`config.mk`:
```
export PLATFORM = sky130hd
export DESIGN_NAME = fpu_share_arbiter
export DESIGN_NICKNAME = d
export VERILOG_FILES = /design/src/rtl/fpu_share_arbiter.sv
export SDC_FILE = /design/constraint.sdc
export NUM_CORES = 1
export LEC_CHECK = 0
export CORE_UTILIZATION = 30
export DETAILED_ROUTE_END_ITERATION = 8
export DONT_BUFFER_PORTS = 1
export REMOVE_ABC_BUFFERS = 1
export SETUP_SLACK_MARGIN = 0.2
export SLEW_MARGIN = 20
export SYNTH_ARGS = -nofsm -noshare
export SYNTH_HDL_FRONTEND = slang
export SYNTH_SLANG_ARGS = --single-unit
```
`constraint.sdc`:
```
create_clock -name clk -period 7.55 [get_ports clk]
set_input_delay 1.1325 -clock clk [delete_from_list [all_inputs] [get_ports clk]]
set_output_delay 1.1325 -clock clk [all_outputs]
set_load 0.01 [all_outputs]
```
`src/rtl/fpu_share_arbiter.sv`:
```
// Two-requester round-robin front end for a shared multi-cycle FP unit.
// One operation in flight: accept, start pulse, wait for done or timeout, respond.
module fpu_share_arbiter #(
  parameter int DATA_W  = 32,
  parameter int OP_W    = 2,
  parameter int TIMEOUT = 64
) (
  input  logic              clk,
  input  logic              rst,
  input  logic              req0_valid,
  output logic              req0_ready,
  input  logic [OP_W-1:0]   req0_op,
  input  logic [DATA_W-1:0] req0_a,
  input  logic [DATA_W-1:0] req0_b,
  output logic              resp0_valid,
  output logic              resp0_err,
  input  logic              req1_valid,
  output logic              req1_ready,
  input  logic [OP_W-1:0]   req1_op,
  input  logic [DATA_W-1:0] req1_a,
  input  logic [DATA_W-1:0] req1_b,
  output logic              resp1_valid,
  output logic              resp1_err,
  output logic [DATA_W-1:0] resp_data,
  output logic              fpu_start,
  output logic [OP_W-1:0]   fpu_op,
  output logic [DATA_W-1:0] fpu_a,
  output logic [DATA_W-1:0] fpu_b,
  input  logic              fpu_done,
  input  logic [DATA_W-1:0] fpu_result,
  output logic              busy
);

  typedef enum logic [1:0] {IDLE, ISSUE, WAIT, RESP} state_t;

  localparam logic [15:0] TMO_LAST = 16'(TIMEOUT - 1);

  state_t            state_q, state_d;
  logic              last_grant_q, last_grant_d;
  logic              owner_q, owner_d;
  logic [15:0]       timer_q, timer_d;
  logic [OP_W-1:0]   op_q, op_d;
  logic [DATA_W-1:0] a_q, a_d, b_q, b_d, data_q, data_d;
  logic              start_q, start_d, busy_q, busy_d;
  logic              r0v_q, r0v_d, r1v_q, r1v_d, r0e_q, r0e_d, r1e_q, r1e_d;
  logic              grant0, grant1;

  // Ties go to the requester that was not served last; ready is gated by rst
  // so nothing is granted while the block is held in reset.
  always_comb begin
    grant0 = 1'b0;
    grant1 = 1'b0;
    if (state_q == IDLE && !rst) begin
      if (req0_valid && (!req1_valid || last_grant_q)) grant0 = 1'b1;
      else if (req1_valid)                             grant1 = 1'b1;
    end
  end

  always_comb begin
    state_d      = state_q;
    last_grant_d = last_grant_q;
    owner_d      = owner_q;
    timer_d      = timer_q;
    op_d         = op_q;
    a_d          = a_q;
    b_d          = b_q;
    data_d       = data_q;
    busy_d       = busy_q;
    start_d      = 1'b0;
    r0v_d        = 1'b0;
    r1v_d        = 1'b0;
    r0e_d        = 1'b0;
    r1e_d        = 1'b0;
    case (state_q)
      IDLE: begin
        if (grant0 || grant1) begin
          owner_d = grant1;
          op_d    = grant1 ? req1_op : req0_op;
          a_d     = grant1 ? req1_a  : req0_a;
          b_d     = grant1 ? req1_b  : req0_b;
          timer_d = '0;
          start_d = 1'b1;
          busy_d  = 1'b1;
          state_d = ISSUE;
        end
      end
      ISSUE: state_d = WAIT;
      WAIT: begin
        // done has priority over a timeout landing in the same cycle
        if (fpu_done) begin
          data_d  = fpu_result;
          r0v_d   = !owner_q;
          r1v_d   = owner_q;
          state_d = RESP;
        end else if (timer_q == TMO_LAST) begin
          data_d  = '0;
          r0v_d   = !owner_q;
          r1v_d   = owner_q;
          r0e_d   = !owner_q;
          r1e_d   = owner_q;
          state_d = RESP;
        end else begin
          timer_d = timer_q + 16'd1;
        end
      end
      RESP: begin
        last_grant_d = owner_q;
        busy_d       = 1'b0;
        state_d      = IDLE;
      end
      default: state_d = IDLE;
    endcase
  end

  always_ff @(posedge clk or posedge rst) begin
    if (rst) begin
      state_q      <= IDLE;
      last_grant_q <= 1'b1;
      owner_q      <= 1'b0;
      timer_q      <= '0;
      op_q         <= '0;
      a_q          <= '0;
      b_q          <= '0;
      data_q       <= '0;
      busy_q       <= 1'b0;
      start_q      <= 1'b0;
      r0v_q        <= 1'b0;
      r1v_q        <= 1'b0;
      r0e_q        <= 1'b0;
      r1e_q        <= 1'b0;
    end else begin
      state_q      <= state_d;
      last_grant_q <= last_grant_d;
      owner_q      <= owner_d;
      timer_q      <= timer_d;
      op_q         <= op_d;
      a_q          <= a_d;
      b_q          <= b_d;
      data_q       <= data_d;
      busy_q       <= busy_d;
      start_q      <= start_d;
      r0v_q        <= r0v_d;
      r1v_q        <= r1v_d;
      r0e_q        <= r0e_d;
      r1e_q        <= r1e_d;
    end
  end

  assign req0_ready  = grant0;
  assign req1_ready  = grant1;
  assign resp0_valid = r0v_q;
  assign resp1_valid = r1v_q;
  assign resp0_err   = r0e_q;
  assign resp1_err   = r1e_q;
  assign resp_data   = data_q;
  assign fpu_start   = start_q;
  assign fpu_op      = op_q;
  assign fpu_a       = a_q;
  assign fpu_b       = b_q;
  assign busy        = busy_q;

endmodule
```
* Yosys cells after proc, flatten, opt, wreduce, memory -nomap -nowiden
Cells that the tools add are included.
** Word-level totals
- Output and inout port bits :: 106
- Register bits :: 124
- Word-level logic and storage cells :: 71
** Cells by class
- Add/sub/neg operators :: 1
- Mux-type cells :: 32
- Equality and inequality tests :: 8
- Reduce and logical (&&, ||, !) cells :: 16
** Operators by type and width (count)
- 32-bit two-way mux :: 4
- 16-bit two-way mux :: 3
- 16-bit one-hot mux with 2 select lines :: 1
- 1-bit two-way mux :: 18
- 16-bit by 1-bit adder with 16-bit output (second input constant) :: 1
- 16-bit by 6-bit == test with 1-bit output (second input constant) :: 1
- 2-bit two-way mux :: 4
- 2-bit one-hot mux with 4 select lines :: 1
- 2-bit AND reduction :: 4
- 2-bit nonzero test :: 3
- 2-bit == test (second input constant) :: 2
- 2-bit != test (second input constant) :: 2
- 4-bit AND reduction :: 1
- 1-bit zero test :: 3
- 3-bit != test (second input constant) :: 1
- 2-bit by 1-bit == test with 1-bit output (second input constant) :: 1
- 1-bit logical AND :: 2
- 2-bit zero test :: 1
- 1-bit logical OR :: 2
- 2-bit by 1-bit != test with 1-bit output (second input constant) :: 1
- 1-bit one-hot mux with 2 select lines :: 1

* Depth between registers and ports, before layout
- Depth in word-level cells :: 8
- Mapped depth :: 9
- Depth with buffers taken out :: 7

* Least setup slack after synthesis
OpenSTA, ideal clock, no wires.
- Path kind :: input-to-output
- Start :: input port rst
- End :: output port req0_ready
- Slack :: 4.555 ns
- Arrival :: 1.862 ns
- Stages :: 4
- Data required time :: 6.418 ns
- Cells stage by stage :: nor2b_1 o21ai_0 nor2_1 clkbuf_1
** On the way
- Longest elaborated chain between the ends :: 3
** Ends and longest elaborated chain
- start: declaration :: line 9 : input logic rst,
- 1-bit zero test (no source line)
- 1-bit logical AND :: line 53 : if (state_q == IDLE && !rst) begin
- 1-bit two-way mux :: line 53
- end: declaration :: line 11 : output logic req0_ready,
Every way passes these cells.

* Worst setup path in the final report
- Start :: register state_q[0]
- End :: output port req0_ready
** On the way
- Longest elaborated chain between the ends :: 3
** Ends and longest elaborated chain
- start: declaration :: line 38 : state_t state_q, state_d;
- start signal: assignment :: line 132 : state_q <= state_d;
- 2-bit zero test :: line 53
- 1-bit logical AND :: line 53
- 1-bit two-way mux :: line 53
Every way passes these cells.

==> out/metrics.yaml <==
clocking:
  tritoncts: "yes"
  clock_latency_ns: 0.41
  cts.sinks: 124
  cts.clk_slew.worst_paths_ns: 0.05
  hold_buffers: 0
  cts_buffers: 17
  cts-root-buf: "clkbuf_16"
  cts_htree_levels: 4
  cts_setup_buffers: 0
  cts_resized: 0
  clockBufferDepth: 2
critical_path:
  cp_max_fo: 69
  reg2reg_to: "timer_q[13]"
  r2r-start: "state_q[0]"
  required_ns: 6.42
  cp_data_arrival_time_ns: 2.73
  slowest_stage: "buf_4"
  rrSetupSlack_ns: 4.55
  cp.buffers_inverters: 3
  ff2ff_path_depth: 7
  worst_setup_path_start_kind: "register"
  path_depth: 8
  crit_chain: "inv_1 -> ha_1 -> nor2b_1 -> nand2_1 -> a21oi_4 -> buf_4 -> nor2_4 -> buf_4"
  critical_path.max_stage_delay_ns: 0.59
  worstSetupPathType: "register to output pin"
  critPathTopFamily: "buffers and inverters"
  end_kind: "output pin"
  crit_top_cell: "buf_4"
sta:
  worst_slew_pin_slew_ns: 0.899
  skew_ns: 0.0114
  finalSetupTns_ns: 0
  holdWs_ns: 0.550
  finalCritPeriodShare_pct: 51.2
  drv_slew: 0
  period_needed_ns: 3.87
  setup_viol_count_final: 0
  rsz0062_at_grt: "no"
  fmaxAchievable_mhz: 259
  hold_viol_final: 0
  finalWorstSetupSlack_ns: 3.68
  relSlewSlack_pct: 39.8
final_layout:
  area_growth_pct: 13.6
  num-nets-final: 625
  diodes: 0
  drive_above_1_share_pct: 11.4
  final_util_pct: 34.8
  multi_input_area_um2: 2230
  fill_cells: 1755
  regArea_um2: 3100
synthesis:
  yosys_warnings: 0
  netlist_top_cells_area: "dfrtp_1 (56%), a22o_1 (16%), a21o_1 (9.4%)"
  synth.area.mux_share_pct: 0.589
  synthDominantCellAreaShare_pct: 55.8
  ys_seq_elements: 124
  synth_fa_ha_area_share_pct: 0.907
  synth_xor_area_share_pct: 0.159
  synth_flop_cell: "dfrtp_1"
  synth_edf_count: 0
  yosys.cell_types.count: 51
  netlist_area_um2: 5520
  synth.most_common_cell: "dfrtp_1"
  yosys-top-cells-count: "dfrtp_1 (123), a22o_1 (98), a21o_1 (69)"
  synth_compound_area_share_pct: 29.6
  postSynthAreaPerCell_um2: 11.8
  ys_seq_area_share_pct: 56.2
  synthCells: 466
  yosys.area_share.simple_pct: 8.41
  async_reset_ff_share_pct: 100
  synth_largest_area_cell: "dfrtp_1"
  synth_top_family_by_area: "compound AO/OA/AOI/OAI gates"
detailed_routing:
  drc: 0
  ant_nets: 0
  wl_per_cell_um: 19.6
  vias_per_cell: 5.75
  dr.pass1.iters: 5
  drt_iter0_drc: 283
  routed_wl_mm: 13.6
  num_vias: 3993
global_route:
  overflow: 0
  antenna_found_initial: 0
  grt_max_degree: 74
  grt_pass1_wl_mm: 19.8
  grt.total_usage_pct: 13.7
  grt_pass1_vias: 3881
placed_design:
  dp_hpwl_mm: 9.41
  dp_slack_ns: 3.80
  io_buffers: 0
  place_congestion: 0.868
worst_hold_path:
  hold_path.class: "register to register"
  hold_path_end: "resp0_err"
  hold_start: "owner_q"
  worstHoldPathCells: 1
power:
  p_seq_share_pct: 45.6
  clkPwrFrac_pct: 28.2
  power.total_uw: 2910
  sw_frac_of_total_pct: 35.1
  powerDensity_nw_per_um2: 465
  power.leakage_uw: 0.00306
  p_comb_share_pct: 26.2
  p_int_uw: 1890
  ir_drop_uv: 176
  power_switching_uw: 1020
floorplan:
  initial_core_util_pct: 30.6
  fp.dieW_um: 138
  die_height_um: 138
  row_count: 49
  die_area_um2: 18900
  core_um2: 18000
  ios: 275
flow_run:
  maxCapViolCount: 0
run_status:
  status: "complete, no violations"
[metal layers]
| layer | share of wire [%] | vias up | wire [um] | track usage [%] |
|---|---|---|---|---|
| li1 | - | 1742 | - | - |
| met1 | 39 | 2025 | 5320 | 15.4 |
| met2 | 52 | 217 | 7040 | 23.4 |
| met3 | 8.3 | 9 | 1130 | 5.37 |
| met4 | 0.85 | 0 | 116 | 4.40 |
| met5 | 0 | - | 0 | 0 |
[kinds of logic after synthesis]
group | after synthesis
AO/OA/AOI/OAI | 202
XOR/XNOR | 1
adder cells (fa/ha/maj) | 4
buffers and inverters | 44
flip-flops | 124
multiplexers | 3
AND/OR/NAND/NOR | 88
[flip-flops by register name, summed over array words and instances (netlist names), 2 cells and up]
name       flops
fpu_op         2
resp_data     32
timer_q       16
fpu_b         32
fpu_a         32
state_q        2
[cell usage in the layout, fill, tap and decap left out, drive strengths merged, types with 6 or more instances in the layout]
master / count
a22o: 98
nand2: 28
inv: 10
nor2: 13
dfrtp: 123
a21o: 69
nor4: 7
o211ai: 8
and3: 6
o21ai: 6
nand4: 8
nand3: 11
clkbuf: 19
a21oi: 6
[how the worst max path moves through the flow]
stage                       endpoint        from
final                     req0_ready  state_q[0]
after floorplan           req0_ready  req1_valid
after detailed placement  req0_ready         rst
after global routing      req0_ready  state_q[1]
after CTS                 req0_ready  state_q[0]
after global placement    req0_ready         rst
[cell type report]
| class | count | share of cell area (%) |
|---|---|---|
| Sequential cell | 124 | 49.5 |
| Multi-Input combinational cell | 298 | 35.5 |
| Clock buffer | 19 | 6.90 |
| Tap cell | 229 | 4.57 |
| Clock inverter | 13 | 2.63 |
| Timing Repair Buffer | 4 | 0.479 |
| Inverter | 7 | 0.459 |
[metrics by stage]
stage                     std cells  cell area, um2
after CTS                       694            6270
final                           694            6270
after floorplan                 429            5320
after global routing            694            6270
after detailed placement        662            5670
after global placement          662            5670
[power groups by stage]
stage / Clock [uW] / Combinational (uW) / Sequential (uW)
floorplan: 0 / 638 / 1260
detailed placement: 0 / 772 / 1340
CTS: 850 / 774 / 1330
global route: 885 / 859 / 1380
finish: 823 / 763 / 1330
global placement: 0 / 729 / 1330
(Power assumes the default switching activity.)
